**config.mk**
```make
export PLATFORM = sky130hd
export DESIGN_NAME = wb_stage_buf
export DESIGN_NICKNAME = d
export VERILOG_FILES = /design/src/rtl/wb_stage_buf.sv
export SDC_FILE = /design/constraint.sdc
export NUM_CORES = 1
export LEC_CHECK = 0
export ABC_CLOCK_PERIOD_IN_PS = 3500
export BUFFER_PORTS_ARGS = -buffer_cell sky130_fd_sc_hd__buf_2
export CORE_MARGIN = 4
export CORE_UTILIZATION = 44
export DETAILED_ROUTE_END_ITERATION = 10
export PLACE_DENSITY = 0.75
export SLEW_MARGIN = 20
export SYNTH_ARGS = -nofsm -noshare
export SYNTH_HDL_FRONTEND = slang
export SYNTH_SLANG_ARGS = --single-unit
```
**constraint.sdc**
```tcl
create_clock -name clk -period 3.5 [get_ports clk]
set_clock_uncertainty 0.05 [all_clocks]
set_input_delay 0.35 -clock clk [delete_from_list [all_inputs] [get_ports clk]]
set_output_delay 0.35 -clock clk [all_outputs]
set_load 0.01 [all_outputs]
```
**src/rtl/wb_stage_buf.sv**
```systemverilog
// Buffered writeback stage: MEM/WB results go into a DEPTH-entry in-order FIFO and drain to the register-file write port.
// Latency 1 cycle from accept to head; the head outputs and wb_reg_write come straight from registers.
// Backpressure: in_ready = occupancy < DEPTH (no same-cycle pass-through); the head holds until wb_write_ready grants it.
// Optional macro WB_RETIRE_CNT_EN adds the wb_retire_cnt output (a count of retired entries).
module wb_stage_buf #(
  parameter int DATA_W = 32,
  parameter int REG_AW = 5,
  parameter int DEPTH  = 2,
  parameter int CNT_W  = 16
) (
  input  logic                     clk,
  input  logic                     reset,
  input  logic                     in_valid,
  output logic                     in_ready,
  input  logic [2:0]               in_wb_ctl,
  input  logic [DATA_W-1:0]        in_alu_result,
  input  logic [DATA_W-1:0]        in_read_data,
  input  logic [DATA_W-1:0]        in_link_addr,
  input  logic [1:0]               in_mem_size,
  input  logic                     in_mem_unsigned,
  input  logic [1:0]               in_addr_lo,
  input  logic [REG_AW-1:0]        in_reg_dst,
  output logic [DATA_W-1:0]        wb_write_data,
  output logic [REG_AW-1:0]        wb_write_reg,
  output logic                     wb_reg_write,
  input  logic                     wb_write_ready,
  output logic                     wb_retire,
  output logic [$clog2(DEPTH):0]   wb_count
`ifdef WB_RETIRE_CNT_EN
  ,
  output logic [CNT_W-1:0]         wb_retire_cnt
`endif
);

  localparam int PW = $clog2(DEPTH);
  localparam int CW = PW + 1;

  // Load extraction hard-codes 32-bit lanes; the FIFO relies on power-of-two pointer wrap.
  if (DATA_W != 32 || DEPTH < 2 || (DEPTH & (DEPTH - 1)) != 0 || CNT_W < 1) begin : g_param_check
    $error("wb_stage_buf: unsupported parameter set");
  end

  // Each entry carries the already-selected result, so the drain side is a plain register-file write.
  typedef struct packed {
    logic [DATA_W-1:0] data;
    logic [REG_AW-1:0] dst;
    logic              wen;
  } wb_ent_t;

  wb_ent_t           r_mem [DEPTH];
  logic [PW-1:0]     r_wptr;
  logic [PW-1:0]     r_rptr;
  logic [CW-1:0]     r_count;
  logic [DATA_W-1:0] r_wb_data;
  logic [REG_AW-1:0] r_wb_reg;
  logic              r_reg_write;
  logic              r_retire;

  logic [7:0]        w_byte;
  logic [15:0]       w_half;
  logic [DATA_W-1:0] w_load;
  wb_ent_t           w_push_ent;
  wb_ent_t           w_next_head;
  logic              w_push;
  logic              w_pop;
  logic [CW-1:0]     w_count_nxt;
  logic [PW-1:0]     w_rptr_nxt;
  logic              w_head_load;

  // Byte/halfword lane select and sign/zero extension of the raw memory word (little-endian).
  always_comb begin
    w_byte = 8'h00;
    case (in_addr_lo)
      2'd0:    w_byte = in_read_data[7:0];
      2'd1:    w_byte = in_read_data[15:8];
      2'd2:    w_byte = in_read_data[23:16];
      default: w_byte = in_read_data[31:24];
    endcase
    // Misaligned halfwords are not trapped; bit 0 of the address is simply ignored.
    w_half = in_addr_lo[1] ? in_read_data[31:16] : in_read_data[15:0];
    case (in_mem_size)
      2'b00:   w_load = {{(DATA_W-8){~in_mem_unsigned & w_byte[7]}}, w_byte};
      2'b01:   w_load = {{(DATA_W-16){~in_mem_unsigned & w_half[15]}}, w_half};
      default: w_load = in_read_data;
    endcase
  end

  // Source mux and effective write flag, resolved before the entry is stored.
  always_comb begin
    w_push_ent = '0;
    case (in_wb_ctl[2:1])
      2'b01:   w_push_ent.data = w_load;
      2'b10:   w_push_ent.data = in_link_addr;
      default: w_push_ent.data = in_alu_result;
    endcase
    w_push_ent.dst = in_reg_dst;
    // r0 is hard-wired to zero, so a write to it retires without touching the port.
    w_push_ent.wen = in_wb_ctl[0] & (in_reg_dst != '0);
  end

  assign in_ready = (r_count < CW'(DEPTH));
  assign w_push   = in_valid & in_ready;
  // A non-writing head leaves after one cycle; a writing head waits for the port grant.
  assign w_pop    = (r_count != '0) & (~r_reg_write | wb_write_ready);

  // Next occupancy, next read pointer and the entry that will sit at the head next cycle.
  always_comb begin
    w_count_nxt = r_count + CW'(w_push) - CW'(w_pop);
    w_rptr_nxt  = w_pop ? r_rptr + PW'(1) : r_rptr;
    w_head_load = (w_count_nxt != '0);
    // The incoming entry becomes the head when the FIFO is (or is about to be) otherwise empty.
    if (r_count == '0 || (r_count == CW'(1) && w_pop)) begin
      w_next_head = w_push_ent;
    end else begin
      w_next_head = r_mem[w_rptr_nxt];
    end
  end

  // Entry storage; contents are only meaningful between read and write pointers, so no reset.
  always_ff @(posedge clk) begin
    if (w_push) begin
      r_mem[r_wptr] <= w_push_ent;
    end
  end

  // Pointers, occupancy and the registered head/write-port outputs.
  always_ff @(posedge clk or negedge reset) begin
    if (!reset) begin
      r_wptr      <= '0;
      r_rptr      <= '0;
      r_count     <= '0;
      r_wb_data   <= '0;
      r_wb_reg    <= '0;
      r_reg_write <= 1'b0;
      r_retire    <= 1'b0;
    end else begin
      if (w_push) begin
        r_wptr <= r_wptr + PW'(1);
      end
      r_rptr      <= w_rptr_nxt;
      r_count     <= w_count_nxt;
      r_retire    <= w_pop;
      r_reg_write <= w_head_load & w_next_head.wen;
      // When the FIFO drains, data and register address keep their last values.
      if (w_head_load) begin
        r_wb_data <= w_next_head.data;
        r_wb_reg  <= w_next_head.dst;
      end
    end
  end

  assign wb_write_data = r_wb_data;
  assign wb_write_reg  = r_wb_reg;
  assign wb_reg_write  = r_reg_write;
  assign wb_retire     = r_retire;
  assign wb_count      = r_count;

`ifdef WB_RETIRE_CNT_EN
  logic [CNT_W-1:0] r_retire_cnt;

  // Retired-entry counter; advances on the same edge that raises wb_retire, wraps naturally.
  always_ff @(posedge clk or negedge reset) begin
    if (!reset) begin
      r_retire_cnt <= '0;
    end else if (w_pop) begin
      r_retire_cnt <= r_retire_cnt + CNT_W'(1);
    end
  end

  assign wb_retire_cnt = r_retire_cnt;
`endif

endmodule

```
* Word level (Yosys, flattened, before mapping)
Memory sizes are Yosys's and may differ from the RTL's.
Index checks and enable logic that the tools add are counted.
** Operators by class
- Shift-type cells :: 0
- Reductions and logical operators :: 8
- Bitwise gates (word level) :: 9
- Magnitude comparators :: 1
- $add $sub $neg :: 4
- $mul :: 0
- Equal/unequal tests :: 6
- Divide/modulo/power cells :: 0
- Multiplexer cells :: 8
** Operator list (number)
- $pmux 32 s2 :: 2
- $mux 38 :: 1
- $pmux 8 s3 :: 1
- $mux 16 :: 1
- $eq 2x1->1 const B :: 4
- $and 1x1->1 :: 6
- $logic_not 2->1 :: 3
- $reduce_bool 5->1 :: 1
- $eq 2x2->1 const B :: 2
- $reduce_bool 2->1 :: 2
- $mux 1 :: 3
- $add 1x1->1 const B :: 2
- $add 2x1->2 :: 1
- $lt 2x2->1 const B :: 1
- $not 1->1 :: 2
- $sub 2x1->2 :: 1
- $logic_and 1x1->1 :: 1
- $logic_or 1x1->1 :: 1
- $or 1x1->1 :: 1
** Storage, ports and cells
- Register bits :: 43
- Latch bits :: 0
- Memory bits (read-only) :: 0
- Memories :: 1
- Bits in writable memories :: 76
- Output and inout bits :: 42
** Memory list
- r_mem :: depth 2, bits a word 38, read ports 1, clocked after memory_dff 0, wr ports 1, RTL line 50 : wb_ent_t r_mem [DEPTH];

* Longest topological paths before layout
Gate-level depths: netlist of the first run.
- Depth in word-level cells :: 7
- Gate-level depth with buffers :: 11
- Gate-level depth less buffers :: 10

* Worst setup path after synthesis of the first run
OpenSTA, ideal clock, no wires.
- Path kind :: register to register
- Start :: reg r_count[1] (netlist: wb_count[1])
- End :: mem r_mem[0][0] (netlist bit) (enable)
- Path buffers :: 0
- Arrival time :: 2318 ps
- Cell stages (with the launch flop) :: 4
- Slack :: 698 ps
- Required time :: 3017 ps
- Library setup time :: 433 ps
- Cell sequence :: dfrtp_1 -> inv_1 -> nand2_1 -> nor2_1
** On the way
- Word-level cells in the longest chain between the ends :: 4
** RTL lines
- from (decl) :: RTL line 53 : logic [CW-1:0] r_count;
- from (signal assigned) :: RTL line 141 : r_count <= w_count_nxt;
- $lt 2x2->1 :: RTL line 101 : assign in_ready = (r_count < CW'(DEPTH));
- net in_ready :: RTL line 14 : output logic in_ready,
- $and 1x1->1 :: RTL line 102 : assign w_push = in_valid & in_ready;
- $mux 1 :: RTL line 121 : if (w_push) begin
- $mux 1 (implied by the code) :: RTL line 122 : r_mem[r_wptr] <= w_push_ent;
- to (decl) :: RTL line 50
The timed path passes the listed nets, and every way through them passes these cells.

* Worst setup path after layout of the first run
- Start :: reg r_count[1] (netlist: wb_count[1])
- End :: reg r_wb_data[15] (netlist: wb_write_data[15])
** RTL lines
- $reduce_bool 2->1 :: RTL line 104 : assign w_pop = (r_count != '0) & (~r_reg_write | wb_write_ready);
- $and 1x1->1 :: RTL line 104
- net w_pop :: RTL line 65 : logic w_pop;
- $sub 2x1->2 :: RTL line 108 : w_count_nxt = r_count + CW'(w_push) - CW'(w_pop);
- net w_count_nxt[1] :: RTL line 66 : logic [CW-1:0] w_count_nxt;
- $reduce_bool 2->1 :: RTL line 110 : w_head_load = (w_count_nxt != '0);
- to (signal assigned) :: RTL line 146 : r_wb_data <= w_next_head.data;
- to (decl) :: RTL line 54 : logic [DATA_W-1:0] r_wb_data;
The timed path passes the listed nets, and every way through them passes these cells.
A chain may end at the register's enable or synchronous reset.

==> results of run 1 <==
## per-layer routing
layer | vias up | part of all wire | track usage
li1 | 2528 | - | -
met1 | 2771 | 0.42 | 0.3546
met2 | 342 | 0.46 | 0.3860
met3 | 35 | 0.097 | 0.07500
met4 | 0 | 0.019 | 0.08677
met5 | - | 0 | 0
## worst register-to-register path, cell delays in order, from the launching register on
cell     delay, ps
dfrtp_1        450
nor2_2         270
nor2_1         100
ha_1           290
inv_1           50
ha_1           140
xor3_2         310
nor2_4         520
nor2_2         320
a31oi_1        270
o21a_1         160
## cell type report
class                      instances  area [um2]
inverter                           7       26.28
sequential                       119        3358
tap                              180       225.2
fill                            1246        6158
clock inverter                     4       20.02
clock buffer                      28       603.1
multi-input combinational        388        2701
timing repair buffer             170       895.9
## placed cells by master (no fill, tap or decap), drive strengths merged, types with 5 or more instances in the layout
| master | count |
|---|---|
| a2111oi | 12 |
| a211oi | 13 |
| a21oi | 21 |
| a221oi | 8 |
| a22oi | 24 |
| a2bb2oi | 16 |
| a31o | 5 |
| a31oi | 10 |
| a41o | 11 |
| and3 | 18 |
| buf | 169 |
| clkbuf | 28 |
| dfrtp | 43 |
| edfxtp | 76 |
| inv | 7 |
| mux2 | 12 |
| mux2i | 8 |
| nand2 | 42 |
| nand2b | 9 |
| nand3 | 18 |
| nor2 | 28 |
| nor2b | 5 |
| nor3 | 12 |
| o211ai | 7 |
| o21ai | 38 |
| o221a | 7 |
| o311ai | 11 |
| o31ai | 9 |
| or3 | 7 |
| or4 | 12 |
## kinds of logic (layout without fill, tap and decap cells)
kind of cell	after synthesis	in the layout
compound gates	203	203
xor+xnor	2	2
fa+ha+maj	4	4
buf+inv	55	209
flops	119	119
mux	20	20
simple gates	159	159
## worst max-delay path by stage
stage,depth (start not counted),to
final,10,wb_write_data[15]
after global routing,10,wb_write_data[15]
after CTS,10,wb_write_data[15]
after detailed placement,11,wb_write_data[15]
after global placement,12,wb_write_data[28]
after floorplan,3,r_mem[0][0]
## where the power goes
part | internal [mW] | switching, mW | total, mW
logic | 1.47 | 2.44 | 3.91
clock network | 1.17 | 0.602 | 1.77
registers | 2.05 | 0.259 | 2.30
total | 4.68 | 3.30 | 7.98
## metrics by stage
stage | hold WS [ps] | setup slack [ps]
global route | 107.4 | 364.9
CTS | 101.4 | 524.9
detailed placement | 420.3 | 511.9
finish | 109.2 | 505.5
global placement | 414.5 | 637.6
floorplan | 4.409 | 698.3
==> summary.txt, run 1 <==
Final Util: 0.5598
row cnt: 43
post-DP HPWL: 14440 um
CP max stage delay: 520 ps
Final setup viols: 0
slowest CP cell: nor2_4
placer congestion estimate: 0.9536
relative slew slack: 0.3105
top area cells in the synthesized netlist: edfxtp_1 36%, dfrtp_1 17%, a22oi_1 2.9%
port bufs: 154
fin crit share: 0.8556
f_max: 334.0 MHz
count leader, synth: edfxtp_1
Clock Latency Late Sink: 420 ps
worst hold path class: in -> reg
YS warnings: 0
CTS tree: done
postcts setup bufs: 0
total CTS buffers: 17
leading area contributor after synthesis: edfxtp_1
clock sink total: 119
1st-iter DRT viols: 689
Post-layout nets: 820
area of the die: 16340 um2
CTS root buf: clkbuf_16
XOR/XNOR share of the synthesized area: 0.005348
Die Width: 127.8 um
synth cell count leaders: 76 x edfxtp_1, 43 x dfrtp_1, 41 x nand2_1, 29 x o21ai_0, 26 x clkbuf_1
fin. max-slew vios: 0
Final Critical Period: 2994 ps
worst-path fanout max: 23
final std cells w/o fill: 896
Seq/Total Area, Yosys: 0.5316
Via density: 6.335
async set or reset register ratio after synthesis: 0.3613
design area: 7830 um2
critical path class: reg -> reg
DRT Wirelength: 20980 um
Power Total: 7.982 mW
worst slew pin tran: 1034 ps
R2R Path End: wb_write_data[15]
Critical Path Source Type: flop
unrepaired setup endpoints after global routing: false
cts-stage hold buffer count: 0
number of flip-flops in the largest register: 76
syn nets: 679
drt wl/cell: 23.42 um
largest family of logic cells by synthesized area: compound AO/OA/AOI/OAI gates
post-synthesis compound-gate area fraction: 0.2438
CP cell instances: nor2_2 -> nor2_1 -> ha_1 -> inv_1 -> ha_1 -> xor3_2 -> nor2_4 -> nor2_2 -> a31oi_1 -> o21a_1
main flop type after synthesis: edfxtp_1
overall routing resource usage: 0.2558
post-synthesis adder-cell area fraction: 0.007922
area post-placement: 7194 um2
Hold Path End: r_mem[0][4]
Pre-antenna DRT Iters: 5
R2R cell count: 10
Post-synth EDFFs: 76
worst hold path depth: 1
Post-CTS Resized: 0
ANT cells: 0
Initial Util: 0.4516
Mapped Area: 6317 um2
CP required: 3810 ps
Hold Crit Start: in_reg_dst[3]
post-route ant nets: 0
setup_tns: 0 ps
Pleak: 3.180 nW
crit-path leading delay family: simple AND/OR/NAND/NOR gates
Simple-Gate Fraction of Synth Area: 0.1333
FF-to-FF Start: wb_count[1]
Post-route DRC: 0
Yosys top cell area share: 0.3613
reg2reg setup slack: 510 ps
VDD IR-drop max: 0.7445 mV
max cap viols: 0
Core Region: 13990 um2
IO Pins: 155
CP bufs+invs: 1
area delta synth->final: 23.95%
number of global-route vias before repair: 5730
# H-tree levels: 4
CP arrival: 3300 ps
#FFs+latches synth: 119
largest net degree at the start of global routing: 44
Mean Syn Cell Area: 11.24 um2
status: complete, no violations
Placed Cells incl. Taps: 863
layout cells sized above 1: 0.3338
Reg clk slew, reported paths: 60 ps
grt ovf: 0
Syn Inst Count: 562
Die Ht: 127.8 um
antenna violations before repair: 0
worst setup path startpoint: wb_count[1]
proportion of synthesized area in mux cells: 0.03407
Via Count: 5676
post-synth cell types: 59
first-pass GRT wire length: 32120 um
CP Capture Type: flop
maximum clock path buffer count: 2
PwrDens: 1019 nW/um2
final hold viol count: 0
Power figures use the tool's default switching activity.
==> inputs of run 2 (changes only) <==
--- a/config.mk
+++ b/config.mk
@@ -5,6 +5,7 @@
 export SDC_FILE = /design/constraint.sdc
 export NUM_CORES = 1
 export LEC_CHECK = 0
+export ABC_AREA = 1
 export ABC_CLOCK_PERIOD_IN_PS = 3500
 export BUFFER_PORTS_ARGS = -buffer_cell sky130_fd_sc_hd__buf_2
 export CORE_MARGIN = 4
==> run 2 against run 1 <==
  * Total power down 4.5%
  * Worst hold slack better by 12 ps
  * Wire length down 14%
  * Sequential share of layout area down 0.95 points
==> summary.txt, run 2 <==
DRT Wirelength: 18030 um (-14%)
CP max stage delay: 440 ps (-80 ps)
port bufs: 154 (unchanged)
Core Region: 14530 um2 (+3.9%)
FF-to-FF Start: wb_count[1]
Final WS setup: 744.9 ps (+239.3 ps)
worst slack, placed: 700.0 ps (+188.1 ps)
post-route ant nets: 0 (unchanged)
postcts setup bufs: 0 (unchanged)
VDD IR-drop max: 0.4964 mV (-33%)
Seq/Total Area, Yosys: 0.5157 (-0.01593)
layout cells sized above 1: 0.2197 (-0.1141)
fin crit share: 0.7872 (-0.06838)
#FFs+latches synth: 119 (unchanged)
CP cell instances: inv_1 -> nand2_1 -> ha_1 -> inv_1 -> ha_1 -> xor2_1 -> xor2_1 -> nand2_2 -> inv_1 -> nand2_1 -> nand2_1
fillcell total: 1385 (+11%)
final std cells w/o fill: 1158 (+29%)
Post-CTS Resized: 0 (unchanged)
area delta synth->final: 22.94%
YS warnings: 0 (unchanged)
Clock Latency Late Sink: 410 ps (about the same)
commonest non-fill, non-tap cell in the layout: nand2_1
status: complete, no violations
syn nets: 938 (+38%)
cts-stage hold buffer count: 0 (unchanged)
Pre-antenna DRT Iters: 5 (unchanged)
Die Width: 129.7 um (+1.4%)
worst-path fanout max: 18 (-22%)
leading area contributor after synthesis: edfxtp_1
overall routing resource usage: 0.2187 (-0.03718)
worst slew pin tran: 888.6 ps (-145.7 ps)
count leader, synth: nand2_1
critical path class: reg -> reg
proportion of synthesized area in mux cells: 0 (-0.03407)
area of the die: 16810 um2 (+2.9%)
Syn Inst Count: 821 (+46%)
Mean Syn Cell Area: 7.932 um2 (-29%)
relative slew slack: 0.4070 (+0.09650)
1st-iter DRT viols: 550 (-20%)
post-DP HPWL: 12640 um (-12%)
first-pass GRT wire length: 28360 um (-12%)
largest family of logic cells by synthesized area: simple AND/OR/NAND/NOR gates
Post-route DRC: 0 (unchanged)
max cap viols: 0 (unchanged)
fin. max-slew vios: 0 (unchanged)
total CTS buffers: 17 (unchanged)
Reg clk slew, reported paths: 50 ps (about the same)
row cnt: 44 (+2.3%)
Initial Util: 0.4481 (-0.003521)
Placed Cells incl. Taps: 1125 (+30%)
largest net degree at the start of global routing: 45 (+2.3%)
post-synth cell types: 29 (-51%)
area post-placement: 7393 um2 (+2.8%)
number of flip-flops in the largest register: 76 (unchanged)
final hold viol count: 0 (unchanged)
post-synthesis compound-gate area fraction: 0.1383 (-0.1055)
CP bufs+invs: 3 (+2)
post-synthesis adder-cell area fraction: 0.007685 (-0.0002374)
Pleak: 3.962 nW (+25%)
worst hold path class: in -> reg
Mapped Area: 6512 um2 (+3.1%)
CTS root buf: clkbuf_16
PwrDens: 951.9 nW/um2 (-6.6%)
multi-input logic area: 2526 um2 (-6.5%)
met2 WL post-DR: 8323 um (-15%)
Critical Path Source Type: flop
f_max: 363.0 MHz (+8.7%)
maximum clock path buffer count: 2 (unchanged)
Via Count: 5946 (+4.8%)
setup_tns: 0 ps (unchanged)
CP arrival: 3050 ps (-250 ps)
CP required: 3800 ps (about the same)
CP Capture Type: flop
Final setup viols: 0 (unchanged)
slowest CP cell: inv_1
worst setup path startpoint: wb_count[1]
number of global-route vias before repair: 5552 (-3.1%)
ANT cells: 0 (unchanged)
IO Pins: 155 (unchanged)
Via density: 5.135 (-19%)
Hold Crit Start: in_reg_dst[4]
main flop type after synthesis: edfxtp_1
XOR/XNOR share of the synthesized area: 0.004035 (-0.001313)
async set or reset register ratio after synthesis: 0.3613 (unchanged)
Simple-Gate Fraction of Synth Area: 0.2342 (+0.1009)
design area: 8006 um2 (+2.3%)
grt ovf: 0 (unchanged)
antenna violations before repair: 0 (unchanged)
synth cell count leaders: 244 x nand2_1, 111 x inv_1, 76 x edfxtp_1, 71 x nor2_1, 67 x a21oi_1
Max Used Layer: met4
drt wl/cell: 15.57 um (-34%)
wl on met1: 7962 um (-9.5%)
unrepaired setup endpoints after global routing: false
placer congestion estimate: 0.8922 (-6.4%)
clock sink total: 119 (unchanged)
crit-path leading delay family: simple AND/OR/NAND/NOR gates
register area: 3358 um2 (unchanged)
met3 wire len: 1396 um (-32%)
# H-tree levels: 4 (unchanged)
Post-synth EDFFs: 76 (unchanged)
top area cells in the synthesized netlist: edfxtp_1 35%, dfrtp_1 17%, nand2_1 14%
Die Ht: 129.7 um (+1.4%)
Final Critical Period: 2755 ps (-239.3 ps)
Final Util: 0.5509 (-0.008872)
Yosys top cell area share: 0.3504 (-0.01083)
most frequent cells in the layout: 243 x nand2_1, 153 x buf_2, 111 x inv_1, 76 x edfxtp_1, 69 x nor2_1
Post-layout nets: 1078 (+31%)
CTS tree: done
run 2: logic make-up (layout without fill, tap and decap cells):
logic type               count (synthesis)  after routing
XOR/XNOR                                 3              3
AND/OR/NAND/NOR                        375            375
AO/OA/AOI/OAI                          163            163
flip-flops                             119            119
adder cells (fa/ha/maj)                  4              4
buffers and inverters                  157            310
run 2: worst paths after layout:
kind                                endpoint  slack [ps]  cells past startpoint
setup / recovery           wb_write_data[27]         740                     11
hold / removal                   r_mem[0][5]         120                      1
setup reg to reg           wb_write_data[27]         740                     11
hold reg to reg            wb_write_data[30]         420                      2
max in group asynchronous  wb_write_data[16]        2540                      2
min in group asynchronous   wb_write_data[0]         440                      2
run 2: power by group:
part | internal, mW | switching, mW
clock network | 1.13 | 0.584
registers | 2.05 | 0.186
logic | 1.23 | 2.44
total | 4.42 | 3.20
run 2: metrics by stage:
step                      hold slack, ps  power (mW)
after floorplan                    4.409       4.838
after global placement             412.2       5.830
after detailed placement           411.3       5.952
after CTS                          114.6       7.689
after global routing               113.1       8.295
final                              120.8       7.621
run 2: routing by layer:
layer / vias up / GRT usage
met5: - / 0
met4: 0 / 0.06846
met3: 22 / 0.04493
met2: 255 / 0.3409
met1: 2739 / 0.3084
li1: 2930 / -
run 2: cell type report:
| cell class | count | area share |
|---|---|---|
| clock buffers | 26 | 0.06767 |
| clock inverters | 6 | 0.007345 |
| inverters | 114 | 0.05345 |
| multi-input cells | 545 | 0.3155 |
| flip-flops and latches | 119 | 0.4194 |
| well taps | 184 | 0.02875 |
| repair buffers | 164 | 0.1078 |
